===== config.mk =====
export PLATFORM = sky130hd
export DESIGN_NAME = param_fifo_flat
export DESIGN_NICKNAME = d
export VERILOG_FILES = /design/src/rtl/param_fifo_if.sv /design/src/rtl/param_fifo.sv /design/src/flat_wrapper.sv
export SDC_FILE = /design/constraint.sdc
export NUM_CORES = 1
export LEC_CHECK = 0
export CAP_MARGIN = 5
export CORE_MARGIN = 10
export CORE_UTILIZATION = 55
export DETAILED_ROUTE_END_ITERATION = 7
export GPL_ROUTABILITY_DRIVEN = 1
export PLACE_DENSITY_LB_ADDON = 0.25
export SLEW_MARGIN = 20
export SYNTH_ARGS = -nofsm -noshare
export SYNTH_HDL_FRONTEND = slang
export SYNTH_SLANG_ARGS = --single-unit
export TNS_END_PERCENT = 1

===== constraint.sdc =====
create_clock -name clk -period 9.95 [get_ports clk]
set_clock_uncertainty 0.15 [all_clocks]
set_input_delay 1.4925 -clock clk [delete_from_list [all_inputs] [get_ports clk]]
set_output_delay 1.4925 -clock clk [all_outputs]
set_load 0.02 [all_outputs]

===== src/rtl/param_fifo_if.sv =====
// Producer/consumer handshake bundle for param_fifo.
// The FIFO sits on the slave side; the producer and consumer drive the master side.
interface param_fifo_if #(
    parameter int DATA_W = 32
);
    logic [DATA_W-1:0] enq_data;
    logic              enq_valid;
    logic              enq_ready;
    logic [DATA_W-1:0] deq_data;
    logic              deq_valid;
    logic              deq_ready;

    modport master (
        output enq_data, enq_valid, deq_ready,
        input  enq_ready, deq_data, deq_valid
    );

    modport slave (
        input  enq_data, enq_valid, deq_ready,
        output enq_ready, deq_data, deq_valid
    );
endinterface


===== src/rtl/param_fifo.sv =====
// Parameterised FIFO with any-depth storage and an optional registered output stage.
// It also provides level flags, a high-water mark and a sticky overflow flag.
module param_fifo #(
    parameter int DATA_W = 32,
    parameter int DEPTH  = 8,
    parameter int FWFT   = 1,
    parameter int AF_TH  = DEPTH - 1,
    parameter int AE_TH  = 1
) (
    input  logic                       clk,
    input  logic                       rst_n,
    param_fifo_if.slave                bus,
    input  logic                       flush,
    output logic                       full,
    output logic                       empty,
    output logic                       almost_full,
    output logic                       almost_empty,
    output logic [$clog2(DEPTH+1)-1:0] count,
    output logic [$clog2(DEPTH+1)-1:0] max_count,
    output logic                       overflow
);
    localparam int            CW   = $clog2(DEPTH + 1);
    localparam int            PW   = $clog2(DEPTH);
    localparam logic [PW-1:0] LAST = PW'(DEPTH - 1);

    logic [DATA_W-1:0] r_mem [DEPTH];
    logic [PW-1:0]     r_wr_ptr, r_rd_ptr;
    logic [CW-1:0]     r_count, r_max, w_count_nxt;
    logic              r_ovf;
    logic              w_enq, w_deq, w_mem_rd;

    function automatic logic [PW-1:0] f_adv(input logic [PW-1:0] p);
        return (p == LAST) ? '0 : p + PW'(1);
    endfunction

    assign full          = (r_count == CW'(DEPTH));
    assign empty         = (r_count == '0);
    assign almost_full   = (32'(r_count) >= AF_TH);
    assign almost_empty  = (32'(r_count) <= AE_TH);
    assign count         = r_count;
    assign max_count     = r_max;
    assign overflow      = r_ovf;
    assign bus.enq_ready = !full && !flush;

    assign w_enq = bus.enq_valid && bus.enq_ready;
    assign w_deq = bus.deq_valid && bus.deq_ready;

    always_comb begin
        w_count_nxt = r_count;
        case ({w_enq, w_deq})
            2'b10:   w_count_nxt = r_count + CW'(1);
            2'b01:   w_count_nxt = r_count - CW'(1);
            default: ;
        endcase
    end

    always_ff @(posedge clk) begin
        if (w_enq) r_mem[r_wr_ptr] <= bus.enq_data;
    end

    always_ff @(posedge clk or negedge rst_n) begin
        if (!rst_n) begin
            r_wr_ptr <= '0;
            r_rd_ptr <= '0;
            r_count  <= '0;
            r_max    <= '0;
            r_ovf    <= 1'b0;
        end else if (flush) begin
            r_wr_ptr <= '0;
            r_rd_ptr <= '0;
            r_count  <= '0;
            r_max    <= '0;
            r_ovf    <= 1'b0;
        end else begin
            if (w_enq)               r_wr_ptr <= f_adv(r_wr_ptr);
            if (w_mem_rd)            r_rd_ptr <= f_adv(r_rd_ptr);
            r_count <= w_count_nxt;
            if (w_count_nxt > r_max) r_max    <= w_count_nxt;
            if (bus.enq_valid && full) r_ovf  <= 1'b1;
        end
    end

    if (FWFT != 0) begin : g_fwft
        assign bus.deq_valid = !empty;
        assign bus.deq_data  = r_mem[r_rd_ptr];
        assign w_mem_rd      = w_deq;
    end else begin : g_reg
        logic              r_out_vld;
        logic [DATA_W-1:0] r_out_data;
        logic [CW-1:0]     w_mem_cnt;

        // The output register holds the oldest word; storage only holds the words behind it.
        assign w_mem_cnt     = r_count - CW'(r_out_vld);
        assign w_mem_rd      = (w_mem_cnt != '0) && (!r_out_vld || w_deq);
        assign bus.deq_valid = r_out_vld;
        assign bus.deq_data  = r_out_data;

        always_ff @(posedge clk or negedge rst_n) begin
            if (!rst_n) begin
                r_out_vld  <= 1'b0;
                r_out_data <= '0;
            end else if (flush) begin
                r_out_vld  <= 1'b0;
            end else if (w_mem_rd) begin
                r_out_vld  <= 1'b1;
                r_out_data <= r_mem[r_rd_ptr];
            end else if (w_deq) begin
                r_out_vld  <= 1'b0;
            end
        end
    end
endmodule


===== src/flat_wrapper.sv =====
// flat-port wrapper written by rule: the top's interface ports become plain ports
module param_fifo_flat 
#(
    parameter int DATA_W = 32,
    parameter int DEPTH  = 8,
    parameter int FWFT   = 1,
    parameter int AF_TH  = DEPTH - 1,
    parameter int AE_TH  = 1
)
  (clk, rst_n, flush, full, empty, almost_full, almost_empty, count, max_count, overflow, bus_enq_data, bus_enq_valid, bus_deq_ready, bus_enq_ready, bus_deq_data, bus_deq_valid);
  param_fifo_if #(.DATA_W(DATA_W)) bus_i ();
  input  logic clk;
  input  logic rst_n;
  input  logic flush;
  output logic full;
  output logic empty;
  output logic almost_full;
  output logic almost_empty;
  output logic [$clog2(DEPTH+1)-1:0] count;
  output logic [$clog2(DEPTH+1)-1:0] max_count;
  output logic overflow;
  input wire logic [$bits(bus_i.enq_data)-1:0] bus_enq_data;
  input wire logic [$bits(bus_i.enq_valid)-1:0] bus_enq_valid;
  input wire logic [$bits(bus_i.deq_ready)-1:0] bus_deq_ready;
  output wire logic [$bits(bus_i.enq_ready)-1:0] bus_enq_ready;
  output wire logic [$bits(bus_i.deq_data)-1:0] bus_deq_data;
  output wire logic [$bits(bus_i.deq_valid)-1:0] bus_deq_valid;
  assign bus_i.enq_data = bus_enq_data;
  assign bus_i.enq_valid = bus_enq_valid;
  assign bus_i.deq_ready = bus_deq_ready;
  assign bus_enq_ready = bus_i.enq_ready;
  assign bus_deq_data = bus_i.deq_data;
  assign bus_deq_valid = bus_i.deq_valid;
  param_fifo #(.DATA_W(DATA_W), .DEPTH(DEPTH), .FWFT(FWFT), .AF_TH(AF_TH), .AE_TH(AE_TH)) u_core (.clk(clk), .rst_n(rst_n), .bus(bus_i), .flush(flush), .full(full), .empty(empty), .almost_full(almost_full), .almost_empty(almost_empty), .count(count), .max_count(max_count), .overflow(overflow));
endmodule

Yosys cells after proc, flatten, opt, wreduce, memory -nomap -nowiden. Memory sizes are Yosys's and may differ from the RTL's. Cells that the tools add are included.

Bits in registers: 15. Bits of input ports: 37. Memory bits (writable): 256. Memories kept: 1. Output and inout bits: 47. Word-level logic and storage cells: 44.

Reduce and logical (&&, ||, !) cells: 12. Mux-type cells: 14. $add $sub $neg: 4. Magnitude comparators: 3. Eq/ne operators: 5.

Memories: u_core.r_mem (depth 8, width 32, rd ports 1, clocked after memory_dff 0, write ports 1, line param_fifo.sv:26) `logic [DATA_W-1:0] r_mem [DEPTH];`.

Operators with widths (number): $mux W3 (6); $mux W4 (3); $pmux W4 S2 (1); $reduce_bool A2 Y1 (4); $add A3 B1 Y3 const B (2); $eq A3 B3 Y1 const B (2); $add A4 B1 Y4 const B (1); $eq A4 B4 Y1 const B (1); $ge A4 B3 Y1 const B (1); $gt A4 B4 Y1 (1); $le A4 B1 Y1 const B (1); $logic_and A1 B1 Y1 (4); $logic_not A4 Y1 (1); $mux W1 (4); $sub A4 B1 Y4 const B (1); $logic_not A1 Y1 (3); $eq A2 B1 Y1 const B (1); $eq A2 B2 Y1 const B (1).

Longest topological paths before layout.
Word-level depth: 9. Mapped depth: 17. Depth with buffers taken out: 15.

Worst setup path after synthesis. Ideal clock, no wire load.

Kind: input-to-reg. Start point: input flush. End point: memory u_core.r_mem[0][0], enable pin. Library setup time: 0.501 ns. Path buffers: 1. Required time: 9.299 ns. Arrival: 4.981 ns. Setup slack: 4.318 ns. Stages: 4. Cell sequence: inv_1 nand3_1 clkbuf_1 nor4_1.

Word-level cells in the longest chain between the ends: 5.

Ends and longest elaborated chain: start, declared (line flat_wrapper.sv:14) `input logic flush;`; $logic_not A1 Y1 (line param_fifo.sv:43) `assign bus.enq_ready = !full && !flush;`; $logic_and A1 B1 Y1 (line param_fifo.sv:43); $logic_and A1 B1 Y1 (line param_fifo.sv:45) `assign w_enq = bus.enq_valid && bus.enq_ready;`; $mux W1 (line param_fifo.sv:58) `if (w_enq) r_mem[r_wr_ptr] <= bus.enq_data;`; $mux W1 (not written as such) (line param_fifo.sv:58); end, declared (line param_fifo.sv:26).

No other way between the ends.

Final worst setup path.
Start point: input flush. End point: register u_core.r_max[1], in the netlist u_core.max_count[1].

Word-level cells in the longest chain between the ends: 7. Elaborated cells between the ends (all ways): 10. Those cells by class: order compare (1); eq/ne (2); mux (3); reduce/logical (4).

Ends and longest elaborated chain: $logic_not A1 Y1 (line param_fifo.sv:43); $logic_and A1 B1 Y1 (line param_fifo.sv:43); $logic_and A1 B1 Y1 (line param_fifo.sv:45); $eq A2 B1 Y1 / $eq A2 B2 Y1 (equally long branches) (line param_fifo.sv:50) `case ({w_enq, w_deq})`; $pmux W4 S2 (line param_fifo.sv:50); $gt A4 B4 Y1 / $mux W4 (equally long branches) (line param_fifo.sv:78) `if (w_count_nxt > r_max) r_max <= w_count_nxt;`; $reduce_bool A2 Y1 (no line) / $mux W4 (equally long branches); end signal, assigned (line param_fifo.sv:78); end, declared (line param_fifo.sv:28) `logic [CW-1:0] r_count, r_max, w_count_nxt;`.

Parallel ways exist; a longest one is shown, timed or not. The select of a mux whose other input is x is not followed. A chain may end at the register's enable or synchronous reset.

==> impl_metrics.py <==
metrics = {
    "run_status": {
        "outcome": "finished, final reports clean",
    },
    "pwr": {
        "finalPower_mw": 2.40,
        "p_switching_mw": 0.497,
        "p_int_mw": 1.90,
        "clkPwrFrac_pct": 39.7,
        "switching_share_pct": 20.7,
        "powerDensity_mw_per_mm2": 188,
        "pwr-share-seq_pct": 53.4,
        "ir_drop_v": 0.000116,
        "comb_power_share_pct": 6.9,
        "p_leak_nw": 4.12,
    },
    "layout": {
        "fillers": 1262,
        "num_antenna_cells": 0,
        "multiInputGateArea_mm2": 0.00252,
        "regArea_mm2": 0.00807,
        "layout_common_cells": "256 x edfxtp_1, 83 x clkdlybuf4s50_1, 56 x mux4_2, 34 x mux2_2, 29 x clkbuf_16",
        "areaGrowthSynthToFinish_pct": 18.7,
        "num-nets-final": 647,
        "layout_commonest_cell": "edfxtp_1",
        "drive_above_1_share_pct": 25.6,
        "stdcell_count": 881,
    },
    "setup_path": {
        "required_ps": 10210,
        "start_kind": "input port",
        "r2r-end": "u_core.max_count[1]$_DFFE_PN0P_",
        "critical_path.startpoint": "flush",
        "timing.rr.start": "u_core.count[1]$_DFF_PN0_",
        "r2r_slack_ps": 5650,
        "r2r_cells": 15,
        "worstPathArrival_ps": 5490,
        "crit_type": "in2reg",
        "cp-end-kind": "flip-flop",
        "crit_fanout": 11,
    },
    "drt": {
        "first_pass_iters": 4,
        "num_vias": 5082,
        "routedWlPerCell_um": 23.4,
        "totalWireLength_mm": 20.6,
        "avgViaCountPerCell": 5.77,
        "first_iter_violations": 339,
        "ant_nets": 0,
        "drc": 0,
    },
    "global_routing": {
        "gr-usage-all-layers_pct": 16.3,
        "grt_pass1_wl_mm": 32.8,
        "antenna_found_initial": 0,
        "grt_max_degree": 65,
        "grt_pass1_vias": 5598,
        "overflow": 0,
    },
    "synth": {
        "yosys.area.top_type": "edfxtp_1",
        "syn_area_per_cell_um2": 21.6,
        "synth_ff_type": "edfxtp_1",
        "yosysWarnings": 0,
        "ys_seq_area_share_pct": 75.2,
        "synth_top_area_share_pct": 71.7,
        "yosys_register_bits": 271,
        "synth_cells": 496,
        "syn_area_mm2": 0.0107,
        "synth-edff-count": 256,
        "postSynth.asyncResetShare_pct": 5.54,
        "synth_area_leaders": "edfxtp_1 72%, mux4_2 12%, mux2_2 3.6%",
        "synth.distinct_cells": 43,
        "synth_nets": 546,
    },
    "timing": {
        "fin_crit_ps": 5230,
        "slew_headroom_pct": 28.5,
        "grt_setup_unrepaired": "no",
        "final-hold-violation-count": 0,
        "fmax_mhz": 191,
        "final.period_utilization_pct": 52.5,
        "finalSetupTns_ps": 0,
        "worst_pin_slew_ps": 1070,
        "hold_ws_ps": 367,
        "setup_viol": 0,
        "maxSlewViolCount": 0,
    },
    "clock_tree": {
        "clock_tree.root_cell": "clkbuf_16",
        "clkTransAtPathRegs_ps": 60,
        "cts_hold_buffers": 0,
        "cts_resized": 0,
        "post_cts_buffers": 0,
        "ctsHtreeMaxLevel": 1,
        "insertion_delay_ps": 530,
        "cts_tree": "yes",
        "cts.sinks": 271,
        "cts_inserted_buffers": 28,
        "clockBufferDepth": 3,
    },
    "hold_path": {
        "hold_start": "u_core.overflow$_DFFE_PN0P_",
        "hold_end": "u_core.overflow$_DFFE_PN0P_",
        "whs_path_depth": 2,
        "hold_path_class": "reg2reg",
    },
    "place": {
        "place_inst": 832,
        "port_buffers": 83,
        "dp_hpwl_mm": 11.7,
        "place_congestion": 0.796,
    },
    "job": {
        "drv_cap": 0,
    },
    "die": {
        "die_h_um": 160,
        "fp.coreArea_mm2": 0.0193,
        "dieArea_mm2": 0.0255,
        "dieWidth_um": 160,
        "ios": 84,
        "initial_core_util_pct": 55.5,
        "rows": 51,
    },
}
power groups by stage:
stage	clock network, mW	logic [mW]	registers [mW]
3_5_place_dp	0	0.165	1.30
3_3_place_gp	0	0.159	1.30
5_1_grt	1.02	0.178	1.28
4_1_cts	0.970	0.167	1.28
6_report	0.953	0.165	1.28
2_1_floorplan	0	0.0900	1.30
Yosys cell counts (all sizes together), types with 2 or more instances:
cell type	instances
nand2b	5
nor2b	3
nand3	6
or3	2
mux2	35
inv	11
a21oi	6
a21o	2
nor3	7
mux4	64
nor2	13
nand3b	2
dfrtp	15
o21ai	6
and2	3
edfxtp	256
clkbuf	6
ha	13
nand2	9
buf	18
cell families after synthesis:
family | Yosys count | share of synthesized area [%]
AOI/OAI and AO/OA | 20 | 1.19
adders and majority gates | 13 | 1.52
buffers and inverters | 35 | 1.82
DFF | 271 | 75.2
muxes | 100 | 17.5
and+or+nand+nor | 57 | 2.81
flip-flops by register name (all words and copies together) (netlist names):
signal,flops
u_core.count,4
u_core.max_count,4
u_core.overflow,1
u_core.r_mem,256
u_core.r_rd_ptr,3
u_core.r_wr_ptr,3
metrics by stage:
step / cell area [µm²] / util [%] / setup WS (ps)
after CTS: 12700 / 65.8 / 4680
after global placement: 11900 / 61.4 / 4480
after floorplan: 10700 / - / 4320
final: 12700 / 65.8 / 4720
after global routing: 12700 / 65.8 / 4530
after detailed placement: 11900 / 61.4 / 4240
critical path, stage by stage:
cell and delay [ps]:
clkdlybuf4s50_1 620, inv_1 300, nand3_1 400, ha_1 600, nor2_1 70, mux2_1 310, a221oi_1 470, inv_1 90
ha_1 310, o21ai_0 90, a21oi_1 100, o21ai_1 260, mux2_2 370
layout make-up:
class / count / share of cell area (%)
Tap cell: 265 / 2.60
Multi-Input combinational cell: 190 / 19.8
Clock inverter: 17 / 0.855
Timing Repair Buffer: 95 / 7.26
Sequential cell: 271 / 63.4
Inverter: 11 / 0.324
Clock buffer: 32 / 5.79
layer usage:
metal | up-vias | global-route usage [%] | part of all wire, % | wire length, µm
met5 | - | 0 | 0 | 0
met4 | 0 | 3.83 | 1.6 | 337
met3 | 33 | 3.19 | 5.8 | 1200
met2 | 155 | 27.7 | 52 | 10700
met1 | 2639 | 21.3 | 41 | 8390
li1 | 2255 | - | - | -
how the worst max path moves through the flow:
stage | slack (ps) | cells after the start | to
6_report | 4720 | 13 | u_core.max_count[1]$_DFFE_PN0P_
5_1_grt | 4530 | 13 | u_core.max_count[1]$_DFFE_PN0P_
4_1_cts | 4680 | 4 | bus_deq_data[0]
3_5_place_dp | 4240 | 13 | u_core.max_count[0]$_DFFE_PN0P_
3_3_place_gp | 4480 | 13 | u_core.max_count[1]$_DFFE_PN0P_
2_1_floorplan | 4320 | 4 | u_core.r_mem[0][0]$_DFFE_PP_
(Power assumes the default switching activity.)
